## src/rtl/ixc_assign_pkg.sv

```systemverilog
// Shared types and helpers for the ixc_assign elastic pipe.
// Count-width function and a lane slice helper.
package ixc_assign_pkg;

  localparam int LANE_MAX = 64;
  localparam int VEC_MAX  = 1024;

  function automatic int cnt_w(input int depth);
    int b;
    b = $clog2(depth + 1);
    return (b < 1) ? 1 : b;
  endfunction

  function automatic logic [LANE_MAX-1:0] lane(
    input logic [VEC_MAX-1:0] vec,
    input int                 c,
    input int                 w
  );
    logic [LANE_MAX-1:0] r;
    r = '0;
    for (int i = 0; i < LANE_MAX; i++) begin
      if (i < w && (c * w + i) < VEC_MAX) begin
        r[i] = vec[c*w+i];
      end
    end
    return r;
  endfunction

endpackage

```

## src/rtl/ixc_assign_if.sv

```systemverilog
// R/L valid-ready bundle for ixc_assign_pipe.
// master drives beats in and accepts out; slave is the pipe.
interface ixc_assign_if
  import ixc_assign_pkg::*;
#(
  parameter int WIDTH    = 10,
  parameter int CHANNELS = 1
);

  localparam int DW = WIDTH * CHANNELS;

  logic                R_valid;
  logic                R_ready;
  logic [DW-1:0]       R;
  logic [CHANNELS-1:0] R_mask;
  logic                L_valid;
  logic                L_ready;
  logic [DW-1:0]       L;

  modport master (
    output R_valid, R, R_mask, L_ready,
    input  R_ready, L_valid, L
  );

  modport slave (
    input  R_valid, R, R_mask, L_ready,
    output R_ready, L_valid, L
  );

endinterface

```

## src/rtl/ixc_assign_stage.sv

```systemverilog
// One valid/data slot of the elastic pipe.
// in_adv: beat moves in; out_adv: held beat moves on.
module ixc_assign_stage
  import ixc_assign_pkg::*;
#(
  parameter int W = 10
) (
  input  logic         clk,
  input  logic         rst,
  input  logic         in_vld,
  input  logic [W-1:0] in_dat,
  input  logic         in_adv,
  input  logic         out_adv,
  output logic         vld,
  output logic [W-1:0] dat
);

  always_ff @(posedge clk) begin
    if (rst) begin
      vld <= 1'b0;
      dat <= '0;
    end else if (in_adv) begin
      vld <= in_vld;
      dat <= in_dat;
    end else if (out_adv) begin
      vld <= 1'b0;
    end
  end

endmodule

```

## src/rtl/ixc_assign_pipe.sv

```systemverilog
// Multi-channel masked assign through a DEPTH-stage
// valid/ready pipe; DEPTH=0 is a combinational bypass.
module ixc_assign_pipe
  import ixc_assign_pkg::*;
#(
  parameter int WIDTH    = 10,
  parameter int CHANNELS = 1,
  parameter int DEPTH    = 2
) (
  input  logic                      clk,
  input  logic                      rst,
  ixc_assign_if.slave               bus,
  output logic [cnt_w(DEPTH)-1:0]   count
);

  localparam int DW = WIDTH * CHANNELS;
  localparam int CW = cnt_w(DEPTH);

  logic [DW-1:0] hold;
  logic [DW-1:0] merged;
  logic          accept;

  always_comb begin
    merged = hold;
    for (int c = 0; c < CHANNELS; c++) begin
      if (bus.R_mask[c]) begin
        merged[c*WIDTH +: WIDTH] = bus.R[c*WIDTH +: WIDTH];
      end
    end
  end

  // Only accepted beats refresh the held lanes.
  always_ff @(posedge clk) begin
    if (rst) begin
      hold <= '0;
    end else if (accept) begin
      hold <= merged;
    end
  end

  if (DEPTH == 0) begin : g_bypass
    assign bus.L       = merged;
    assign bus.L_valid = bus.R_valid;
    assign bus.R_ready = bus.L_ready;
    assign accept      = bus.R_valid && bus.L_ready;
    assign count       = '0;
  end else begin : g_pipe
    logic [DEPTH-1:0] vld;
    logic [DEPTH-1:0] open;
    logic [DEPTH-1:0] in_adv;
    logic [DEPTH-1:0] out_adv;
    logic [DW-1:0]    dat [DEPTH];

    // Ready ripples back from L_ready in one pass.
    always_comb begin
      logic nxt;
      open    = '0;
      in_adv  = '0;
      out_adv = '0;
      nxt     = bus.L_ready;
      for (int i = DEPTH - 1; i >= 0; i--) begin
        out_adv[i] = vld[i] && nxt;
        open[i]    = !vld[i] || out_adv[i];
        nxt        = open[i];
      end
      in_adv[0] = bus.R_valid && open[0];
      for (int i = 1; i < DEPTH; i++) begin
        in_adv[i] = vld[i-1] && open[i];
      end
    end

    for (genvar i = 0; i < DEPTH; i++) begin : g_stg
      logic          s_vld;
      logic [DW-1:0] s_dat;

      if (i == 0) begin : g_head
        assign s_vld = bus.R_valid;
        assign s_dat = merged;
      end else begin : g_body
        assign s_vld = vld[i-1];
        assign s_dat = dat[i-1];
      end

      ixc_assign_stage #(.W(DW)) u_stage (
        .clk     (clk),
        .rst     (rst),
        .in_vld  (s_vld),
        .in_dat  (s_dat),
        .in_adv  (in_adv[i]),
        .out_adv (out_adv[i]),
        .vld     (vld[i]),
        .dat     (dat[i])
      );
    end

    always_comb begin
      count = '0;
      for (int i = 0; i < DEPTH; i++) begin
        count = count + CW'(vld[i]);
      end
    end

    assign accept      = in_adv[0];
    assign bus.R_ready = open[0];
    assign bus.L_valid = vld[DEPTH-1];
    assign bus.L       = dat[DEPTH-1];
  end

endmodule

```

## src/flat_wrapper.sv

```systemverilog
// flat-port wrapper written by rule: the top's interface ports become plain ports
module ixc_assign_pipe_flat import ixc_assign_pkg::*;
#(
  parameter int WIDTH    = 10,
  parameter int CHANNELS = 1,
  parameter int DEPTH    = 2
)
  (clk, rst, count, bus_R_valid, bus_R, bus_R_mask, bus_L_ready, bus_R_ready, bus_L_valid, bus_L);
  ixc_assign_if #(.WIDTH(WIDTH), .CHANNELS(CHANNELS)) bus_i ();
  input  logic clk;
  input  logic rst;
  output logic [cnt_w(DEPTH)-1:0] count;
  input wire logic [$bits(bus_i.R_valid)-1:0] bus_R_valid;
  input wire logic [$bits(bus_i.R)-1:0] bus_R;
  input wire logic [$bits(bus_i.R_mask)-1:0] bus_R_mask;
  input wire logic [$bits(bus_i.L_ready)-1:0] bus_L_ready;
  output wire logic [$bits(bus_i.R_ready)-1:0] bus_R_ready;
  output wire logic [$bits(bus_i.L_valid)-1:0] bus_L_valid;
  output wire logic [$bits(bus_i.L)-1:0] bus_L;
  assign bus_i.R_valid = bus_R_valid;
  assign bus_i.R = bus_R;
  assign bus_i.R_mask = bus_R_mask;
  assign bus_i.L_ready = bus_L_ready;
  assign bus_R_ready = bus_i.R_ready;
  assign bus_L_valid = bus_i.L_valid;
  assign bus_L = bus_i.L;
  ixc_assign_pipe #(.WIDTH(WIDTH), .CHANNELS(CHANNELS), .DEPTH(DEPTH)) u_core (.clk(clk), .rst(rst), .bus(bus_i), .count(count));
endmodule
```

## config.mk

```make
export PLATFORM = sky130hd
export DESIGN_NAME = ixc_assign_pipe_flat
export DESIGN_NICKNAME = d
export VERILOG_FILES = /design/src/rtl/ixc_assign_pkg.sv /design/src/rtl/ixc_assign_if.sv /design/src/rtl/ixc_assign_stage.sv /design/src/rtl/ixc_assign_pipe.sv /design/src/flat_wrapper.sv
export SDC_FILE = /design/constraint.sdc
export NUM_CORES = 1
export LEC_CHECK = 0
export ABC_AREA = 0
export CELL_PAD_IN_SITES_DETAIL_PLACEMENT = 1
export CELL_PAD_IN_SITES_GLOBAL_PLACEMENT = 2
export CORE_AREA = 3 3 63 65
export CTS_CLUSTER_DIAMETER = 120
export DETAILED_ROUTE_END_ITERATION = 10
export DIE_AREA = 0 0 66 68
export PLACE_DENSITY_LB_ADDON = 0.1
export SYNTH_ARGS = -nofsm -noshare
export SYNTH_HDL_FRONTEND = slang
export SYNTH_SLANG_ARGS = --single-unit
export TNS_END_PERCENT = 5
```

## constraint.sdc

```tcl
create_clock -name clk -period 2.6 [get_ports clk]
set_input_delay 0.52 -clock clk [delete_from_list [all_inputs] [get_ports clk]]
set_output_delay 0.52 -clock clk [all_outputs]
set_load 0.02 [all_outputs]
```

Word level (Yosys, flattened, before mapping). Index checks and enable logic that the tools add are counted.

Flip-flop bits (word level): 22. Input port bits: 15. Output and inout port bits: 14. Word-level logic and storage cells: 20.

Add/subtract/negate cells: 1. Mux-type cells: 5. Reduce and logical (&&, ||, !) cells: 10.

Operators with widths (number): $mux W10 (1); $mux W1 (4); $reduce_bool A2 Y1 (2); $logic_and A1 B1 Y1 (3); $add A1 B1 Y2 (1); $logic_not A1 Y1 (2); $logic_or A1 B1 Y1 (2); $reduce_and A2 Y1 (1).

Depth between registers and ports, before layout.
Word-level depth: 6. Gate-level depth with buffers: 4.

Hierarchy. A second synthesis with hierarchy kept.

Cells, all modules: 134. Area, all modules: 1456.4 sq um.

Modules (own cells, without submodules): ixc_assign_stage (instances 2, cells each 36, area each 386.6 sq um, seq. area each 220.2 sq um); ixc_assign_pipe (instances 1, cells each 62, area each 683.2 sq um, seq. area each 200.2 sq um).

Least setup slack after synthesis. Ideal clock, no wire load.

Kind: reg2out. From: register u_core.g_pipe.g_stg[1].u_stage.vld. To: output port bus_R_ready. Arrival: 985 ps. Slack: 1095 ps. Stages on the path, launching flop included: 4. Path buffers: 1. Cells stage by stage: dfxtp_1 > nor2b_4 > buf_2 > nand2_1.

Cells in the longest elaborated chain, start to end: 4.

RTL lines: start, declared (line ixc_assign_stage.sv:14) `output logic vld,`; start signal, assigned (line ixc_assign_stage.sv:23) `vld <= in_vld;`; $logic_not A1 Y1 / $logic_and A1 B1 Y1 (equally long branches) (line ixc_assign_pipe.sv:63, ixc_assign_pipe.sv:62); $logic_or A1 B1 Y1 (*) (line ixc_assign_pipe.sv:63) `open[i] = !vld[i] || out_adv[i];`; $logic_and A1 B1 Y1 (*) (line ixc_assign_pipe.sv:62) `out_adv[i] = vld[i] && nxt;`; $logic_or A1 B1 Y1 (*) (line ixc_assign_pipe.sv:63); end, declared (line flat_wrapper.sv:17) `output wire logic [$bits(bus_i.R_ready)-1:0] bus_R_ready;`.

Every way passes the cells marked *; elsewhere a longest branch is shown, timed or not.

Final worst setup path.
From: input port bus_L_ready. To: output port bus_R_ready.

Cells in the longest elaborated chain, start to end: 4.

RTL lines: start, declared (line flat_wrapper.sv:16) `input wire logic [$bits(bus_i.L_ready)-1:0] bus_L_ready;`; $logic_and A1 B1 Y1 (line ixc_assign_pipe.sv:62); $logic_or A1 B1 Y1 (line ixc_assign_pipe.sv:63); $logic_and A1 B1 Y1 (line ixc_assign_pipe.sv:62); $logic_or A1 B1 Y1 (line ixc_assign_pipe.sv:63).

No other way between the ends.

==> results by group <==
Outcome
  – Status: completed

Detailed routing
  – Routed len/inst: 12.56 µm
  – Post-route DRC violation count: 0
  – DRT iter0 DRCs: 32
  – Post-route ant nets: 0
  – Vias/cell: approximately 4.4
  – Final WL: 2160 µm
  – Vias: 758
  – Drt pass-1 iters: 4

Finish
  – Syn-to-layout area delta: 35.75%
  – Most frequent cells in the layout: 28 x clkdlybuf4s50_1, 22 x dfxtp_1, 20 x nand2b_1
  – Final-stage net count: 144
  – Register area: 440.4 µm²
  – Most common cell after layout, fill and taps aside: clkdlybuf4s50_1
  – Ant diodes: 0
  – Final core occ: 0.3728
  – Multi-input logic area: 436.7 µm²
  – Layout fillers: 387
  – Layout cell share with drive strength beyond 1: 0.06349

Place
  – Setup slack at placement: 0.1707 ns
  – Port bufs: 28
  – Gp weighted congestion: 0.6523

Critical path
  – Worst Reg-to-Reg Cells: 4
  – CP dominant cell by count: clkdlybuf4s50_1
  – Nature of the critical path startpoint: primary input
  – Reg2Reg Setup Slack: ~1.3 ns
  – FF-to-FF End: u_core.g_pipe.g_stg[0].u_stage.dat[9]$_SDFFE_PP0P_
  – Crit path DAT: ~1.9 ns
  – Data required time of the worst path: 2.08 ns
  – Highest cell delay on the worst timing path: about 0.54 ns
  – CP Capture Type: output pin
  – Slowest cell on crit path: clkdlybuf4s50_1
  – Maximum fanout along the worst path: 13
  – WS Path Type: primary input to output pin
  – Worst setup path start: bus_L_ready
  – Crit Reg-Reg Startpoint: u_core.g_pipe.g_stg[1].u_stage.vld$_SDFFE_PP0P_
  – Sequence of cells on the critical path: clkdlybuf4s50_1 > nor2b_4 > nand2_1 > clkdlybuf4s50_1

GRT
  – Antenna violations before repair: 0
  – Pin count of the biggest net entering global routing: 24
  – First-pass GRT wire length: 3525 µm
  – GR Util All Layers: 0.1064
  – Grt ovf: 0
  – Vias in the first global route: 735

STA
  – RSZ-0062 raised after global routing: no
  – Slew margin rel.: 0.6146
  – Post-layout minimum cycle time: ~2.4 ns
  – Final hold vios: 0
  – Clock skew: about 0.0013 ns
  – Worst Tran Pin Value: 0.5762 ns
  – Tcrit/Tclk final: 0.9299
  – Max-slew violations: 0
  – F_max: approximately 410 MHz
  – # setup viols final: 0
  – Final TNS setup: 0 ns
  – WHS: 0.4750 ns
  – Final Worst Setup Slack: about 0.18 ns

Floorplan
  – Initial Util: 0.2746
  – Full die area: approximately 0.0045 mm²
  – IO Pins: 29
  – Row count: 21
  – Die width: ~66 µm
  – Chip Height: 68 µm
  – Area of the core: 0.003390 mm²

Synth
  – Synth area leaders: dfxtp_1 47%, nand2b_1 13%, mux2i_1 11%, a21oi_1 7.0%, nand3_1 5.4%
  – Synth top area share: 0.4731
  – Count of different cell masters after synthesis: 17
  – Seq/Total Area, Yosys: 0.4731
  – Post-Synthesis Cells: 100
  – Register bit total from synthesis: 22
  – Syn Area/Cell: between 9 and 10 µm²
  – Net Count, Synth: between 100 and 150
  – Ys Warns: 0
  – Synthesized cell area: 930.9 µm²
  – Post-synth top area cell: dfxtp_1

Clock tree
  – Clock transition at path regs: 0.11 ns
  – Post-CTS Resized: 0
  – Hold Buf Count CTS: 0
  – Sink Count: 22
  – CTS buffer count: 3
  – Setup bufs post-CTS: 0
  – CTS H-tree depth: 1
  – Clock Latency Late Sink: a little over 0.3 ns
  – Longest Clk Path Bufs: 2
  – CTS tree: built
  – Root Buffer: clkbuf_4

Worst hold path
  – Hold path cells: 2
  – Hold Crit Start: u_core.g_pipe.g_stg[0].u_stage.dat[3]$_SDFFE_PP0P_
  – Min-Delay Endpoint: u_core.g_pipe.g_stg[1].u_stage.dat[3]$_SDFFE_PP0P_
  – Hold WC Path Type: register to register

Flow run
  – Max-Cap Viols: 0

Power and ir drop
  – PwrDens: 477.5 mW/mm²
  – Worst vdd ir: 0.1332 mV
  – P_leak: roughly 0.44 nW
==> layout make-up <==
class                           count  share of cell area
Sequential cell                    22              0.3485
Tap cell                           46             0.04554
Multi-Input combinational cell     69              0.3455
Clock buffer                        3             0.01782
Inverter                            1            0.002970
Timing Repair Buffer               31              0.2396
==> sequential cells by signal (all words and copies together) (netlist names) <==
register                         count
u_core.g_pipe.g_stg.u_stage.dat     20
u_core.g_pipe.g_stg.u_stage.vld      2
==> power breakdown <==
part	switching, mW	leakage [nW]	total [mW]	internal (mW)
Combinational	0.0416	0.244	0.0911	0.0494
Sequential	0.00714	0.179	0.357	0.350
Clock	0.101	0.0138	0.156	0.0542
==> how the worst max path moves through the flow <==
stage / to / slack [ns] / cells past startpoint
detailed placement: bus_R_ready / 0.17 / 4
global route: bus_R_ready / 0.1 / 4
global placement: bus_R_ready / 0.19 / 4
finish: bus_R_ready / 0.18 / 4
floorplan: bus_R_ready / 1.09 / 3
CTS: bus_R_ready / 0.17 / 4
==> cells by family after synthesis <==
logic type / after synthesis / share of synthesized area
and+or+nand+nor: 35 / 0.2245
AOI/OAI and AO/OA: 23 / 0.1236
DFF: 22 / 0.4731
muxes: 10 / 0.1075
buffers and inverters: 9 / 0.05778
adders and majority gates: 1 / 0.01344
==> worst max-delay path, delay by kind of cell <==
kind / cells / cell delay [ns]
buffers and inverters: 2 / 1.00
and+or+nand+nor: 2 / 0.38
==> metal layers <==
layer,vias to the layer above,part of all wire,global-route usage
met5,-,0,0
met3,5,0.051,0.02135
li1,391,-,-
met4,0,0.025,0.06853
met1,342,0.52,0.1427
met2,20,0.41,0.1552
==> cell usage after synthesis <==
| master | number |
|---|---|
| nand2b_1 | 20 |
| inv_1 | 1 |
| nor2b_4 | 1 |
| dfxtp_1 | 22 |
| ha_1 | 1 |
| nand2_1 | 2 |
| nor2_1 | 1 |
| or2b_2 | 1 |
| buf_4 | 1 |
| clkbuf_1 | 1 |
| buf_2 | 5 |
| clkbuf_8 | 1 |
| nand3_1 | 10 |
| o21ai_0 | 5 |
| a21oi_1 | 13 |
| mux2i_1 | 10 |
| o21ai_1 | 5 |
==> stage by stage <==
| step | total power, mW | std cells | instance area (µm²) |
|---|---|---|---|
| floorplan | 0.4138 | 100 | 930.9 |
| global placement | 0.4560 | 169 | 1241 |
| detailed placement | 0.4572 | 169 | 1241 |
| CTS | 0.6144 | 172 | 1264 |
| global route | 0.6359 | 172 | 1264 |
| finish | 0.6034 | 172 | 1264 |
Note: power is estimated with default switching activity, not from simulation.
